### config.mk
export PLATFORM = sky130hd
export DESIGN_NAME = seg7_scan_driver
export DESIGN_NICKNAME = d
export VERILOG_FILES = /design/src/rtl/seg7_pkg.sv /design/src/rtl/seg7_hex_decode.sv /design/src/rtl/seg7_scan_driver.sv
export SDC_FILE = /design/constraint.sdc
export NUM_CORES = 1
export LEC_CHECK = 0
export CORE_ASPECT_RATIO = 1.25
export CORE_MARGIN = 1
export CORE_UTILIZATION = 49
export DETAILED_ROUTE_END_ITERATION = 10
export PLACE_DENSITY = 0.73
export SLEW_MARGIN = 40
export SYNTH_ARGS = -nofsm -noshare
export SYNTH_HDL_FRONTEND = slang
export SYNTH_SLANG_ARGS = --single-unit
### constraint.sdc
create_clock -name clock -period 3.3 [get_ports clock]
set_clock_uncertainty 0.15 [all_clocks]
set_input_delay 0.66 -clock clock [delete_from_list [all_inputs] [get_ports clock]]
set_output_delay 0.66 -clock clock [all_outputs]
set_load 0.01 [all_outputs]
### src/rtl/seg7_pkg.sv
// Shared constants and hex-to-segment table for the 7-segment scan driver.
// Patterns are active-high gfedcba; pin polarity is applied in the top level.
package seg7_pkg;

  localparam int unsigned DIGITS = 4;

  localparam logic [6:0] SEG_OFF = 7'h00;
  localparam logic [3:0] AN_OFF  = 4'h0;

  function automatic logic [6:0] hex_to_seg(input logic [3:0] nib);
    logic [6:0] pat;
    pat = SEG_OFF;
    unique case (nib)
      4'h0: pat = 7'h3F;
      4'h1: pat = 7'h06;
      4'h2: pat = 7'h5B;
      4'h3: pat = 7'h4F;
      4'h4: pat = 7'h66;
      4'h5: pat = 7'h6D;
      4'h6: pat = 7'h7D;
      4'h7: pat = 7'h07;
      4'h8: pat = 7'h7F;
      4'h9: pat = 7'h6F;
      4'hA: pat = 7'h77;
      4'hB: pat = 7'h7C;
      4'hC: pat = 7'h39;
      4'hD: pat = 7'h5E;
      4'hE: pat = 7'h79;
      4'hF: pat = 7'h71;
    endcase
    return pat;
  endfunction

endpackage

### src/rtl/seg7_hex_decode.sv
// Combinational nibble to active-high gfedcba segment pattern.
module seg7_hex_decode
  import seg7_pkg::*;
(
  input  logic [3:0] nibble,
  output logic [6:0] pattern
);

  assign pattern = hex_to_seg(nibble);

endmodule

### src/rtl/seg7_scan_driver.sv
// Multiplexed 4-digit 7-segment driver running on the board clock; scan_clk is
// synchronized and edge-detected as data, never used as a clock.
module seg7_scan_driver
  import seg7_pkg::*;
#(
  parameter int unsigned BLANK_CYCLES = 4,
  parameter bit          SEG_ACT_LOW  = 1'b1,
  parameter bit          AN_ACT_LOW   = 1'b1
) (
  input  logic        clock,
  input  logic        clear,
  input  logic        scan_clk,
  input  logic [15:0] value,
  input  logic [3:0]  dp_in,
  input  logic        blank_lz,
  input  logic        load,
  output logic [3:0]  an,
  output logic [6:0]  seg,
  output logic        dp,
  output logic [1:0]  digit_sel
);

  localparam logic [3:0] AN_IDLE    = AN_OFF ^ {4{AN_ACT_LOW}};
  localparam logic [6:0] SEG_IDLE   = SEG_OFF ^ {7{SEG_ACT_LOW}};
  localparam logic       DP_IDLE    = SEG_ACT_LOW;
  localparam logic [7:0] BLANK_LOAD = 8'(BLANK_CYCLES);
  localparam logic [1:0] LAST_DIGIT = 2'(DIGITS - 1);

  logic        sync1, sync2, sync3, scan_tick;
  logic [7:0]  blank_cnt;
  logic [15:0] shadow_val, live_val;
  logic [3:0]  shadow_dp, live_dp;

  logic        wrap;
  logic [1:0]  sel_next, sel_d;
  logic [15:0] live_val_d;
  logic [3:0]  live_dp_d;
  logic [3:0]  nibble;
  logic [6:0]  hex_pat, seg_pat;
  logic        lead_zero;
  logic [7:0]  cnt_d;
  logic [3:0]  an_d;

  assign wrap     = scan_tick && (digit_sel == LAST_DIGIT);
  assign sel_next = digit_sel + 2'd1;
  assign sel_d    = scan_tick ? sel_next : digit_sel;

  // Shadow is copied to live only on the frame wrap; a load on that same clock bypasses.
  assign live_val_d = wrap ? (load ? value : shadow_val) : live_val;
  assign live_dp_d  = wrap ? (load ? dp_in : shadow_dp) : live_dp;

  assign nibble    = live_val_d[{sel_next, 2'b00} +: 4];
  assign lead_zero = blank_lz && (sel_next != 2'd0) &&
                     ((live_val_d >> {sel_next, 2'b00}) == 16'h0000);

  seg7_hex_decode u_hex_decode (
    .nibble  (nibble),
    .pattern (hex_pat)
  );

  always_comb begin
    seg_pat = lead_zero ? SEG_OFF : hex_pat;
  end

  always_comb begin
    cnt_d = 8'd0;
    if (scan_tick) begin
      cnt_d = BLANK_LOAD;
    end else if (blank_cnt != 8'd0) begin
      cnt_d = blank_cnt - 8'd1;
    end
    an_d = AN_IDLE;
    if (cnt_d == 8'd0) begin
      an_d = (4'b0001 << sel_d) ^ {4{AN_ACT_LOW}};
    end
  end

  always_ff @(posedge clock or posedge clear) begin
    if (clear) begin
      sync1      <= 1'b0;
      sync2      <= 1'b0;
      sync3      <= 1'b0;
      scan_tick  <= 1'b0;
      digit_sel  <= 2'd0;
      blank_cnt  <= 8'd0;
      shadow_val <= 16'h0000;
      shadow_dp  <= 4'h0;
      live_val   <= 16'h0000;
      live_dp    <= 4'h0;
      an         <= AN_IDLE;
      seg        <= SEG_IDLE;
      dp         <= DP_IDLE;
    end else begin
      sync1     <= scan_clk;
      sync2     <= sync1;
      sync3     <= sync2;
      scan_tick <= sync2 & ~sync3;
      digit_sel <= sel_d;
      blank_cnt <= cnt_d;
      an        <= an_d;
      live_val  <= live_val_d;
      live_dp   <= live_dp_d;
      if (load) begin
        shadow_val <= value;
        shadow_dp  <= dp_in;
      end
      if (scan_tick) begin
        seg <= seg_pat ^ {7{SEG_ACT_LOW}};
        dp  <= live_dp_d[sel_next] ^ SEG_ACT_LOW;
      end
    end
  end

endmodule

==> flow_summary.toml <==
[grt]
first_global_vias = 2186
grt_pass1_wl_mm = 10.3
antenna_found_initial = 0
overflow = 0
grt_max_degree = 40
grt_usage_pct = 20.8

[placement]
dp_slack_ps = -204
io_buffers = 38
dp_hpwl_mm = 4.50
dp.cells = 414
post_dp_cell_area_sq_um = 3880
finalWeightedCongestion = 0.826

[sta]
slew_headroom_pct = 62.1
fin_ws_ps = 188
whs_ps = 203
rsz0062_at_grt = "false"
tightest_slew_ps = 561
min_period_ps = 3110
fmax_ghz = 0.321
setup_viol = 0
hold_viol = 0
fin_crit_sh_pct = 94.3
slew_viol_final = 0

[routing]
drc = 0
vias = 2198
routedWlPerCell_um = 14.5
routed_via_density = 5.11
dr.pass1.iters = 4
ant_nets = 0
drtIter0Drc = 95
wl_mm = 6.25

[yosys]
synth_cell_types = 49
avgSynthCellArea_sq_um = 11.9
ys_seq_elements = 66
ys_seq_area_share_pct = 52.0
postSynthCellCount = 269
syn-num-nets = 304
syn_area_sq_um = 3210
ys_warn_count = 0

[die]
num_io_pins = 39
die_area_sq_um = 6870
die_x_um = 74.3
initial_utilization_pct = 51.3
dieHeight_um = 92.4
rows = 32
fp.coreArea_sq_um = 6250

[critical_path]
cp.arrival_ps = 3230
cp-start-kind = "input port"
cp.required_ps = 3410
crit_path_end_kind = "register"
crit_type = "input port to register"
worst-path-max-fanout = 16

[pwr]
combPwrFrac_pct = 56.7
p_int_mw = 2.65
p_leak_nw = 1.83
cellPowerDensity_nw_per_um2 = 1040
switchingPower_mw = 1.57
p_seq_share_pct = 29.8
ir_worst_vdd_mv = 0.567
p_sw_share_pct = 37.2
clkPwrFrac_pct = 13.5

[cts]
htree_levels = 3
postCtsSetupBuffers = 0
numCtsBuffers = 9
clkLatencyLatePin_ps = 340
clkSinkCount = 66
cts_tree = "done"
root_buffer = "clkbuf_8"
cts_buffer_depth = 2
clkSlewWorstSetupHoldPaths_ps = 60

[run]
cap_violations = 0

[layout]
syn2layout_area_growth_pct = 26.2
final_layout_size_suffix_gt1_share_pct = 26.7
layout_common_cells = "dfrtp_1, clkdlybuf4s50_1, buf_4, inv_1, nand2_1"
n_antenna_cell = 0
final_nets = 375
fillers = 515
finalNonFillerCells = 430
final_area_sq_um = 4050
final_common_cell = "dfrtp_1"

[run_status]
status = "complete, no violations"

[hold_path]
hold_path_class = "register to register"
[layout make-up]
| cell class | count | area, sq um | area share [%] |
|---|---|---|---|
| Clock inverter | 5 | 31.3 | 0.773 |
| Tap cell | 85 | 106 | 2.63 |
| Sequential cell | 66 | 1670 | 41.2 |
| Timing Repair Buffer | 71 | 666 | 16.5 |
| Clock buffer | 11 | 131 | 3.25 |
| Inverter | 27 | 101 | 2.50 |
| Multi-Input combinational cell | 165 | 1340 | 33.2 |
[flip-flops by register name, summed over array words and instances, names as in the netlist]
register / cells
an: 4
live_dp: 4
dp: 1
scan_tick: 1
shadow_dp: 4
seg: 7
sync3: 1
live_val: 16
sync1: 1
blank_cnt: 8
digit_sel: 2
shadow_val: 16
sync2: 1
[critical path: stages]
cell and delay [ps]:
clkdlybuf4s50_1 500, buf_12 170, mux2_1 340, mux2i_1 240, mux4_2 300, ha_1 170, nand2_1 70, a2111oi_2 300
o221ai_2 240, a31oi_1 230
[per-layer routing]
layer	share of wire, %	global-route usage (%)	up-vias
li1	-	-	1072
met1	45	26.2	1070
met2	49	33.0	45
met3	3.5	4.90	11
met4	2.2	10.2	0
met5	0	0	-
[per-stage QoR]
stage	utilization, %	TNS (ps)	power (mW)
final	64.8	0	4.22
after global routing	64.8	0	4.53
after CTS	64.7	0	4.24
after detailed placement	62.1	-1280	3.65
after global placement	62.1	-567	3.61
after floorplan	-	0	2.79
[cells in the mapped netlist (all sizes together)]
cell type	number	area [sq um]
a2111oi	1	15.0
a211o	1	8.76
a21oi	7	35.0
a221oi	1	8.76
a2bb2oi	1	8.76
a31oi	9	56.3
a41oi	2	17.5
and2	3	21.3
buf	7	82.6
clkbuf	4	15.0
dfrtp	54	1350
dfstp	12	315
ha	10	125
inv	27	101
mux2	21	251
mux2i	24	244
mux4	5	113
nand2	24	90.1
nand2b	1	6.26
nand3	1	5.00
nand3b	1	7.51
nand4	1	6.26
nand4b	1	8.76
nor2	21	81.3
nor2b	1	6.26
nor3	5	25.0
nor3b	1	12.5
nor4	1	6.26
nor4b	2	17.5
o211ai	1	7.51
o21ai	2	10.0
o21bai	1	7.51
o221ai	2	23.8
o22a	2	17.5
o41ai	1	8.76
or2	2	12.5
or3	1	6.26
or3b	1	8.76
or4	1	7.51
xnor2	4	35.0
xor2	2	17.5
[logic make-up (layout without fill, tap and decap cells)]
logic type,Yosys count,after routing,synth area share [%]
simple gates,68,68,10.3
flops,66,66,52.0
mux,50,50,19.0
buf+inv,38,114,6.21
compound gates,31,31,7.03
fa+ha+maj,10,10,3.90
xor+xnor,6,6,1.64
[worst paths after layout]
| check | slack (ps) | depth (start not counted) | to | startpoint |
|---|---|---|---|---|
| min in group asynchronous | 540 | 2 | live_dp[0] | clear |
| worst min-delay path | 200 | 0 | sync2 | sync1 |
| worst min register to register | 200 | 0 | sync2 | sync1 |
| worst max register to register | 360 | 10 | seg[3] | digit_sel[1] |
| worst max-delay path | 190 | 10 | seg[1] | load |
| max in group asynchronous | 1850 | 3 | shadow_val[15] | clear |
[timing repair]
| item | 4_1_cts | 5_1_grt |
|---|---|---|
| hold buffers | 0 | 0 |
| endpoints found under the setup margin | 0 | 3 |
| gates resized for setup | 0 | 1 |
[power by group through the flow]
stage	registers, mW	logic, mW	clock network [mW]
2_1_floorplan	1.28	1.51	0
3_3_place_gp	1.26	2.35	0
3_5_place_dp	1.27	2.38	0
4_1_cts	1.26	2.40	0.586
5_1_grt	1.28	2.63	0.615
6_report	1.26	2.39	0.569
(Power assumes the default switching activity.)
==> variant (same flow settings) <==
The output `an` loses its register stage (`an` becomes a continuous assignment).
--- a/src/rtl/seg7_scan_driver.sv
+++ b/src/rtl/seg7_scan_driver.sv
@@ -88,5 +88,4 @@
       live_val   <= 16'h0000;
       live_dp    <= 4'h0;
-      an         <= AN_IDLE;
       seg        <= SEG_IDLE;
       dp         <= DP_IDLE;
@@ -98,5 +97,4 @@
       digit_sel <= sel_d;
       blank_cnt <= cnt_d;
-      an        <= an_d;
       live_val  <= live_val_d;
       live_dp   <= live_dp_d;
@@ -112,4 +110,6 @@
   end
 
+  assign an = an_d;
+
 endmodule
 
Behaviour: not the same (Yosys sat finds a counterexample within 4 cycles, from zero or initial values).
==> variant against the unedited design <==
- cell count increased by 0.70%
- sequential power decreased by 6%
- sequential share of layout area decreased by 3.1 points
- fmax increased by 0.31%
- synthesized area decreased by 3.9%
- non-clock buffer count increased by 10
- wire length increased by 0.48%
- sequential cell count decreased by 4
- clock power increased by 24%
- final area increased by 1.2%
- critical path depth increased by 1
- worst setup slack improved by 0.0096 ns
- power increased by 1.6%
==> variant: results (changes against the unedited design) <==
Clk Tree Root Cell = clkbuf_8
Seq. cell area = 0.00156 mm^2 (-6.3%)
dpl ws = -0.331 ns (-0.126 ns)
met1 usage = 0.285 (+0.0229)
Clock-cell share = 0.0535 (+0.0133)
Unique masters post-synth = 43 (-12%)
worst-margin pin slew = 0.622 ns (+0.0609 ns)
Max Fanout on Critical Path = 14 (-2)
initial DRC count = 95 (unchanged)
routed vias = 2203 (+0.23%)
multi-input combinational area share = 0.340 (+0.00826)
worst hold-check path type = reg2reg
sequential fraction of the synthesis area = 0.507 (-0.0132)
CTS resizes = 6 (+6)
syn nets = 300 (-1.3%)
Non-clk bufs = 81 (+14%)
largest net degree at the start of global routing = 35 (-13%)
Arr. time, crit path = 3.22 ns (about the same)
GP Congestion = 0.815 (-1.3%)
Critical R2R Launch = digit_sel[0]
Clk Latency, worst-skew pair = 0.34 ns (about the same)
nets@finish = 381 (+1.6%)
fraction of layout cells with a size suffix above 1 = 0.302 (+0.0353)
# fillers = 465 (-9.7%)
synth cell count leaders = dfrtp_1 (54), inv_1 (26), nor2_1 (22)
asr flop ratio synth = 1.00 (unchanged)
Critical Path Source Type = flip-flop
Leakage = 1.88 nW (+3.2%)
Peak VDD IR = 0.595 mV (+4.9%)
GR Util met2 = 0.345 (+0.0147)
DRT Pass-1 Iters = 6 (+2)
# clk buffers = 13 (+2)
status = complete, no violations
met3 Usage GRT = 0.0379 (-0.0110)
Non-clock buffers, area share = 0.175 (+0.0106)
global-route wire length before repair = 10.7 mm (+3.1%)
largest cells by area after synthesis = dfrtp_1 (44%), dfstp_2 (6.8%), mux2_2 (6.6%)
gr usage total = 0.218 (+0.0100)
-- variant: changes by cell type after synthesis, sizes merged, moves of 3 or more --
cell	change
a21oi	+5
a31oi	-8
dfstp	-4
nand2	-3
nand3	+5
nor2b	+3
-- variant: critical path, cell delays in order (launching register included) --
cell      delay (ns)
dfrtp_1         0.38
ha_1            0.21
and2_2          0.33
mux2i_1         0.19
mux4_2          0.52
inv_1           0.14
ha_4            0.17
inv_1           0.06
nand4_1         0.09
o211ai_1        0.08
or4_1           0.52
a21oi_1         0.17
-- variant: kinds of logic after synthesis --
logic type / share of synthesized area
simple gates: 0.110
flops: 0.507
mux: 0.216
buf+inv: 0.0528
compound gates: 0.0597
fa+ha+maj: 0.0406
xor+xnor: 0.0142
-- variant: layer usage --
layer	wire, um	part of all wire	vias up
met2	3150	0.50	36
met5	0	0	-
met3	158	0.025	11
met4	139	0.022	0
met1	2830	0.45	1083
li1	-	-	1073
-- variant: final timing paths --
check / to / cells past startpoint / slack (ns)
min in group asynchronous: blank_cnt[6] / 2 / 0.58
worst max-delay path: seg[0] / 11 / 0.20
max in group asynchronous: dp / 3 / 1.77
worst min-delay path: sync2 / 0 / 0.21
worst max register to register: seg[0] / 11 / 0.20
worst min register to register: sync2 / 0 / 0.21
-- variant: metrics by stage --
step	instance area, um^2	hold slack (ns)	setup TNS [ns]	instances
global route	4100	0.219	-0.0492	433
detailed placement	3810	0.196	-1.77	413
finish	4100	0.206	0	433
floorplan	3080	0.181	0	265
CTS	4030	0.211	0	429
global placement	3810	0.186	-1.46	413
-- variant: report_power, final --
group          internal [mW]  switching (mW)
Combinational           1.26            1.14
Clock                  0.428           0.276
Sequential              1.04           0.134
Total                   2.73            1.55
